### src/rtl/multi_clock_divider.sv
// Multi-channel programmable clock divider on the falling edge of the 50 MHz board clock.
// Each channel produces a square wave or a one-cycle tick from a runtime divisor.
module multi_clock_divider #(
  parameter int                CHANNELS    = 4,
  parameter int                WIDTH       = 26,
  parameter logic [WIDTH-1:0]  DEFAULT_DIV = WIDTH'('hC350)
) (
  input  logic                clock_50MHZ,
  input  logic                reset_n,
  input  logic [CHANNELS-1:0] enable,
  input  logic [CHANNELS-1:0] mode,
  input  logic                sync_clear,
  input  logic                load_valid,
  input  logic [3:0]          load_ch,
  input  logic [WIDTH-1:0]    load_value,
  output logic [CHANNELS-1:0] clk_out,
  output logic [CHANNELS-1:0] tick
);

  for (genvar i = 0; i < CHANNELS; i++) begin : g_ch
    logic [WIDTH-1:0] counter;
    logic [WIDTH-1:0] active_div;
    logic [WIDTH-1:0] shadow_div;
    logic             clk_q;
    logic             tick_q;
    logic             load_hit;
    logic             terminal;

    // Out-of-range channel indices never match any channel, so they are dropped.
    assign load_hit = load_valid && (load_ch == 4'(i));
    assign terminal = (counter == active_div);

    always_ff @(negedge clock_50MHZ or negedge reset_n) begin
      if (!reset_n) begin
        counter    <= '0;
        active_div <= DEFAULT_DIV;
        shadow_div <= DEFAULT_DIV;
        clk_q      <= 1'b0;
        tick_q     <= 1'b0;
      end else if (sync_clear) begin
        counter <= '0;
        clk_q   <= 1'b0;
        tick_q  <= 1'b0;
        if (load_hit) begin
          shadow_div <= load_value;
          if (!enable[i]) active_div <= load_value;
        end
      end else if (!enable[i]) begin
        counter <= '0;
        clk_q   <= 1'b0;
        tick_q  <= 1'b0;
        if (load_hit) begin
          active_div <= load_value;
          shadow_div <= load_value;
        end
      end else if (terminal) begin
        counter <= '0;
        tick_q  <= 1'b1;
        clk_q   <= mode[i] ? 1'b1 : ~clk_q;
        // Divisor swaps only at the period boundary so the running period is never cut short.
        if (load_hit) begin
          active_div <= load_value;
          shadow_div <= load_value;
        end else begin
          active_div <= shadow_div;
        end
      end else begin
        counter <= counter + WIDTH'(1);
        tick_q  <= 1'b0;
        clk_q   <= mode[i] ? 1'b0 : clk_q;
        if (load_hit) shadow_div <= load_value;
      end
    end

    assign clk_out[i] = clk_q;
    assign tick[i]    = tick_q;
  end

endmodule

### config.mk
export PLATFORM = sky130hd
export DESIGN_NAME = multi_clock_divider
export DESIGN_NICKNAME = d
export VERILOG_FILES = /design/src/rtl/multi_clock_divider.sv
export SDC_FILE = /design/constraint.sdc
export NUM_CORES = 1
export LEC_CHECK = 0
export BUFFER_PORTS_ARGS = -buffer_cell sky130_fd_sc_hd__buf_2
export CAP_MARGIN = 40
export CORE_MARGIN = 2
export CORE_UTILIZATION = 55
export CTS_BUF_LIST = sky130_fd_sc_hd__clkbuf_8
export DETAILED_ROUTE_END_ITERATION = 8
export PLACE_DENSITY_LB_ADDON = 0.2
export SLEW_MARGIN = 15
export SYNTH_ARGS = -nofsm -noshare
export SYNTH_HDL_FRONTEND = slang
export SYNTH_SLANG_ARGS = --single-unit
### constraint.sdc
create_clock -name clock_50MHZ -period 2.6 [get_ports clock_50MHZ]
set_clock_uncertainty 0.15 [all_clocks]
set_input_delay 0.13 -clock clock_50MHZ [delete_from_list [all_inputs] [get_ports clock_50MHZ]]
set_output_delay 0.13 -clock clock_50MHZ [all_outputs]
set_load 0.02 [all_outputs]
Word-level counts from Yosys, hierarchy flattened
Cells that the tools add are included.
- input port bits: 42
- register bits after elaboration: 320
- add/subtract/negate cells: 4
- reductions and logical operators: 13
- eq/ne operators: 23
- bitwise operators: 4
- multiplexer cells: 72
- operator list (operator ; count):
    $mux W26 ; 40
    $add A26 B1 Y26 const B ; 4
    $eq A26 B26 Y1 ; 4
    $mux W1 ; 32
    $ne A2 B1 Y1 const B ; 8
    $ne A4 B1 Y1 const B ; 4
    $reduce_and A4 Y1 ; 4
    $eq A4 B2 Y1 const B ; 2
    $ne A2 B2 Y1 const B ; 4
    $reduce_bool A2 Y1 ; 4
    $eq A4 B1 Y1 const B ; 1
    $logic_and A1 B1 Y1 ; 4
    $logic_not A4 Y1 ; 1
    $not A1 Y1 ; 4

Depth between registers and ports, before layout
Gate-level depths: netlist of the first run.
- depth in word-level cells: 6
- gate-level depth with buffers: 9

==> results by group, run 1 <==
Die
  – # IOs: 50
  – Core ar.: 0.0278 mm²
  – Die span in y: 172 µm
  – Die area: 0.0296 mm²
  – # rows: 61
  – Initial Util: 55.8%
  – Die W: 172 µm

Clocking
  – CTS tree: done
  – CTS Hold Buffers Added: 0
  – Worst-Skew Late Latency: 0.61 ns
  – H-tree levels: 2
  – Clock slew at reported path FFs: 0.04 ns
  – Clk root buf: clkbuf_8
  – CTS Buf Count: 53
  – Longest Clk Path Bufs: 3
  – # clock sinks: 320

Route
  – Post-DRT Antenna Nets: 0
  – Post-DR vias/cell: 5.33
  – Via Count: 10.2k
  – Residual DRC count: 0
  – Mean routed wirelength per cell: 19.0 µm
  – Iteration-0 DRC Markers: 574
  – First-pass detailed-route iteration total: 4
  – WL final: 36500 µm

Global routing
  – Via count of the first global-routing pass: 10.6k
  – Initial antenna violation count: 1
  – First-pass GRT wire length: 58700 µm
  – Global route overflow: 0
  – GR Util All Layers: 25.8%
  – Largest net degree at the start of global routing: 43

Logic synthesis
  – Complex-gate fraction of the synthesized area: 0.750%
  – Mux share of post-synthesis cell area: 22.8%
  – Main combinational cell family by area after synthesis: multiplexers
  – Synthesized flop and latch total: 320
  – Post-synth top area share: 43.9%
  – Synth top area cells: dfrtn_1, mux2_2, dfstp_2
  – Post-Synth Adder-Cell Area: 0.323%
  – Syn. warnings: 0
  – Mapped cell area: 0.0155 mm²
  – Number of synthesized flops with an enable pin: 0
  – Syn avg cell area: 12.3 µm²
  – Area leader, netlist: dfrtn_1
  – Gate Count Post-Synth: 1266
  – Synth cell types: 40
  – Register area share after synthesis: 52.0%
  – Mapped Nets: 1312
  – Main synth FF type: dfrtn_1
  – Simple-Gate Fraction of Synth Area: 9.98%
  – FFs w/ async S/R, synth: 100%
  – Post-Synth XOR/XNOR Area: 11.2%

Place
  – I/O Buffers: 49
  – Hpwl dp: 24600 µm
  – Area post-placement: 0.0174 mm²
  – RD Place Congestion: 0.814

Hold path
  – Worst min-delay path class: flip-flop to flip-flop

Setup path
  – Req. time, crit path: 1.54 ns
  – WP data arrival: 1.77 ns
  – Worst setup EP type: flip-flop
  – CP max FO: 7
  – Startpoint class of the critical path: primary input
  – Worst setup path class: primary input to flip-flop

Cells and area
  – Share of layout cells above drive strength 1: 38.6%
  – Filler Cell Count: 2043
  – Final net count: 1539
  – Layout area overhead: 23.5%
  – Finished Core Util: 68.9%
  – Post-Layout Inst Area: 0.0191 mm²

Outcome
  – Status: complete, but fails checks
  – Failing checks: setup timing

STA
  – Slew at the pin with the worst max-slew slack: 0.523 ns
  – Max_slew headroom: 64.9%
  – Final Hold Viols: 0
  – Max-slew violations: 0
  – Final Setup Violations: 76
  – Final worst setup slack: -0.226 ns
  – RSZ-0062 raised after global routing: true

Pwr
  – Leak: 9.17 nW
  – Total power: 13.9 mW
  – Cell area power density: 728 mW/mm²
  – Peak VDD IR: 0.000430 V

Run
  – Max_cap viols: 0
## cells by family (layout without fill, tap and decap cells)
group	count (synthesis)	after routing
compound gates	16	16
xor+xnor	198	198
fa+ha+maj	4	4
buf+inv	97	369
flops	320	320
mux	313	313
other cells	0	1
simple gates	318	318
## where the power goes
part / internal [mW] / switching [mW] / total [mW]
clock: 2.62 / 2.26 / 4.87
combinational: 1.45 / 1.00 / 2.46
sequential: 6.06 / 0.538 / 6.60
total: 10.1 / 3.80 / 13.9
## per-layer routing
| metal | GRT usage, % | share of wire, % |
|---|---|---|
| met1 | 36.4 | 45 |
| met2 | 41.6 | 48 |
| met5 | 0 | 0 |
| met3 | 3.55 | 3.7 |
| met4 | 8.66 | 2.8 |
## cells in the mapped netlist (20+ instances only)
cell / instances
clkbuf_1: 25
dfrtn_1: 272
dfstp_2: 48
inv_1: 40
mux2_2: 239
mux2_4: 21
mux2i_1: 53
nand2_1: 45
nand3_1: 35
nand4_1: 31
nor2_1: 130
nor4_1: 20
xnor2_1: 84
xor2_1: 114
## worst max-delay path, cell delays in order
cell and delay, ns:
buf_8 0.10, nor3_4 0.18, and3_4 0.32, clkbuf_16 0.20, mux2_4 0.31, mux2_2 0.26
mux2_2 0.25
## area by class of cell
cell class	count	area, µm²	area share, %
sequential	320	8070	42.1
multi-input combinational	849	7340	38.3
timing repair buffer	181	1830	9.57
clock buffer	62	853	4.46
tap	378	473	2.47
clock inverter	86	432	2.25
inverter	40	151	0.791
antenna	1	2.50	0.0131
## metrics by stage
| stage | hold WS, ns | TNS, ns | setup WS, ns | std cells |
|---|---|---|---|---|
| 2_1_floorplan | 0.249 | -43.27 | -0.582 | 1266 |
| 3_3_place_gp | 0.284 | -92.48 | -0.779 | 1745 |
| 3_5_place_dp | 0.288 | -98.11 | -0.807 | 1745 |
| 4_1_cts | 0.288 | -6.84 | -0.204 | 1914 |
| 5_1_grt | 0.301 | -12.14 | -0.238 | 1917 |
| 6_report | 0.289 | -9.72 | -0.226 | 1917 |
## state kept, by name, indices dropped and copies added, names as in the netlist
register,count
g_ch.tick_q,4
g_ch.clk_q,4
g_ch.shadow_div,104
g_ch.counter,104
g_ch.active_div,104
## path summary, 6_finish.rpt
| kind | slack [ns] | from | depth (start not counted) | end |
|---|---|---|---|---|
| worst max-delay path | -0.23 | load_ch[2] | 7 | g_ch[2].active_div[17] |
| worst min-delay path | 0.29 | g_ch[1].shadow_div[5] | 1 | g_ch[1].shadow_div[5] |
| worst max register to register | 0.04 | g_ch[2].counter[12] | 7 | g_ch[2].active_div[13] |
| worst min register to register | 0.29 | g_ch[1].shadow_div[5] | 1 | g_ch[1].shadow_div[5] |
| max in group asynchronous | 1.12 | reset_n | 2 | g_ch[0].shadow_div[4] |
| min in group asynchronous | 0.46 | reset_n | 1 | g_ch[3].counter[15] |
## layout by cell type (no fill, tap or decap), types with 6 or more instances in the layout
| master | n |
|---|---|
| nand3_1 | 34 |
| nand2_1 | 42 |
| nor2_1 | 128 |
| clkbuf_8 | 62 |
| buf_2 | 37 |
| mux2_4 | 82 |
| buf_12 | 32 |
| inv_1 | 101 |
| xor2_1 | 114 |
| dfrtn_1 | 272 |
| buf_6 | 19 |
| buf_4 | 86 |
| xnor2_1 | 84 |
| and3_1 | 18 |
| nand4_1 | 31 |
| nor4_1 | 20 |
| nor3_1 | 7 |
| clkinv_1 | 6 |
| mux2i_1 | 51 |
| dfstp_2 | 48 |
| clkinv_2 | 7 |
| mux2_2 | 178 |
## timing repair
| item | in CTS | in global routing |
|---|---|---|
| resized for setup | 42 | 24 |
| pin swaps | 2 | 4 |
| hold endpoints to repair | 0 | 0 |
| endpoints found under the setup margin | 95 | 105 |
| gates cloned | 5 | 4 |
| setup buffers | 17 | 4 |
Power figures use the tool's default switching activity.
==> run 2, diff against run 1 <==
CELL_PAD_IN_SITES_DETAIL_PLACEMENT = 0   (was not set)
CELL_PAD_IN_SITES_GLOBAL_PLACEMENT = 1   (was not set)
CORE_MARGIN = not set   (was 2)
CORE_UTILIZATION = 53   (was 55)
==> results by group, run 2 (same netlist as run 1, synthesis figures left out) <==
Clocking
  – CTS tree: done
  – H-tree levels: 2
  – Longest Clk Path Bufs: 3
  – Worst-Skew Late Latency: 0.60 ns
  – Clock slew at reported path FFs: 0.04 ns
  – CTS Hold Buffers Added: 0
  – CTS Buf Count: 55
  – Clk root buf: clkbuf_8
  – # clock sinks: 320

Hold path
  – Worst Hold Depth: 1
  – Hold_sp: g_ch[1].counter[0]
  – Hold EP: g_ch[1].counter[0]
  – Worst min-delay path class: flip-flop to flip-flop

STA
  – Final Hold Viols: 0
  – Slew at the pin with the worst max-slew slack: 0.513 ns
  – Max-slew violations: 0
  – Final Setup Violations: 110
  – Fin Setup TNS: -14.03 ns
  – Final worst setup slack: -0.289 ns
  – Max_slew headroom: 65.7%
  – RSZ-0062 raised after global routing: true

Place
  – DP Worst Slack: -0.871 ns
  – Placed cells: 1761
  – I/O Buffers: 49
  – RD Place Congestion: 0.821
  – Area post-placement: 0.0175 mm²
  – Hpwl dp: 25300 µm

Setup path
  – Reg2Reg Depth: 7
  – Startpoint class of the critical path: primary input
  – CP max FO: 4
  – Worst setup path class: primary input to flip-flop
  – FF-to-FF End: g_ch[2].active_div[7]
  – Reg-to-reg startpoint: g_ch[2].counter[12]
  – R2r setup slk: -0.01 ns
  – Worst setup EP type: flip-flop
  – Req. time, crit path: 1.53 ns
  – WP data arrival: 1.82 ns

Cells and area
  – Final net count: 1564
  – Fin cells: 1948
  – Share of layout cells above drive strength 1: 40.2%
  – Ant. Diodes: 0
  – Layout area overhead: 26.8%
  – Multi-input gate area: 0.00735 mm²
  – Register area: 0.00807 mm²
  – Finished Core Util: 68.3%
  – Most frequent cells in the layout: dfrtn_1, mux2_2, nor2_1
  – Post-Layout Inst Area: 0.0197 mm²
  – Commonest non-fill, non-tap cell in the layout: dfrtn_1
  – Top Registers: g_ch.active_div x104, g_ch.counter x104, g_ch.shadow_div x104
  – Filler Cell Count: 2097

Pwr
  – Leak: 9.44 nW
  – Cell area power density: 749 mW/mm²
  – Peak VDD IR: 0.000631 V

Die
  – Die area: 0.0299 mm²
  – Core ar.: 0.0288 mm²
  – Die span in y: 173 µm
  – Die W: 173 µm
  – # IOs: 50
  – # rows: 62
  – Initial Util: 53.9%

Route
  – Post-DR vias/cell: 5.26
  – Mean routed wirelength per cell: 19.3 µm
  – WL final: 37600 µm
  – First-pass detailed-route iteration total: 4
  – Residual DRC count: 0
  – Post-DRT Antenna Nets: 0
  – Via Count: 10.2k
  – Iteration-0 DRC Markers: 358

Outcome
  – Status: complete, but fails checks
  – Failing checks: setup timing

Run
  – Max_cap viols: 0

Global routing
  – First-pass GRT wire length: 59800 µm
  – GR Util All Layers: 25.6%
  – Initial antenna violation count: 0
  – Via count of the first global-routing pass: 10.8k
  – Global route overflow: 0
  – Largest net degree at the start of global routing: 30
==> run 2: critical path, stage by stage <==
cell    delay [ns]
buf_8         0.10
nor3_4        0.18
and3_4        0.30
buf_12        0.14
buf_16        0.12
mux2_4        0.30
mux2_4        0.27
mux2_4        0.26
==> run 2: area by class of cell <==
| class | count | share of cell area (%) |
|---|---|---|
| Timing Repair Buffer | 203 | 10.9 |
| Inverter | 40 | 0.789 |
| Tap cell | 384 | 2.44 |
| Clock inverter | 90 | 3.16 |
| Clock buffer | 61 | 4.27 |
| Multi-Input combinational cell | 850 | 37.4 |
| Sequential cell | 320 | 41.0 |
==> run 2: worst max-delay path by stage <==
stage	start	endpoint	slack, ns	cells after the start
floorplan	load_ch[0]	g_ch[2].active_div[10]	-0.58	7
global placement	load_ch[3]	g_ch[2].active_div[20]	-0.85	6
detailed placement	load_ch[3]	g_ch[2].active_div[20]	-0.87	6
CTS	load_ch[0]	g_ch[2].active_div[10]	-0.24	8
global route	load_ch[2]	g_ch[2].active_div[13]	-0.30	8
finish	load_ch[2]	g_ch[2].active_div[10]	-0.29	8
==> run 2: power breakdown <==
group	switching (mW)	internal, mW	total [mW]
Sequential	0.539	6.06	6.60
Combinational	1.02	1.49	2.52
Clock	2.34	3.26	5.60
Total	3.91	10.8	14.7
==> run 2: through the flow <==
stage / power, mW / hold WS, ns
2_1_floorplan: 8.27 / 0.249
3_3_place_gp: 9.03 / 0.284
3_5_place_dp: 9.12 / 0.287
4_1_cts: 14.7 / 0.288
5_1_grt: 15.4 / 0.299
6_report: 14.7 / 0.286
==> run 2: what timing repair did <==
action,CTS,global route
cloned,6,2
setup endpoints to repair,93,106
setup buffers,9,20
resized for setup,50,29
pin swaps,2,5
==> run 2: layer usage <==
metal	wire [µm]	GRT usage, %	part of all wire, %	up-vias
li1	-	-	-	4866
met1	17100	35.0	45	5160
met2	18300	42.3	49	163
met3	1530	3.85	4.1	57
met4	728	7.56	1.9	0
met5	0	0	0	-
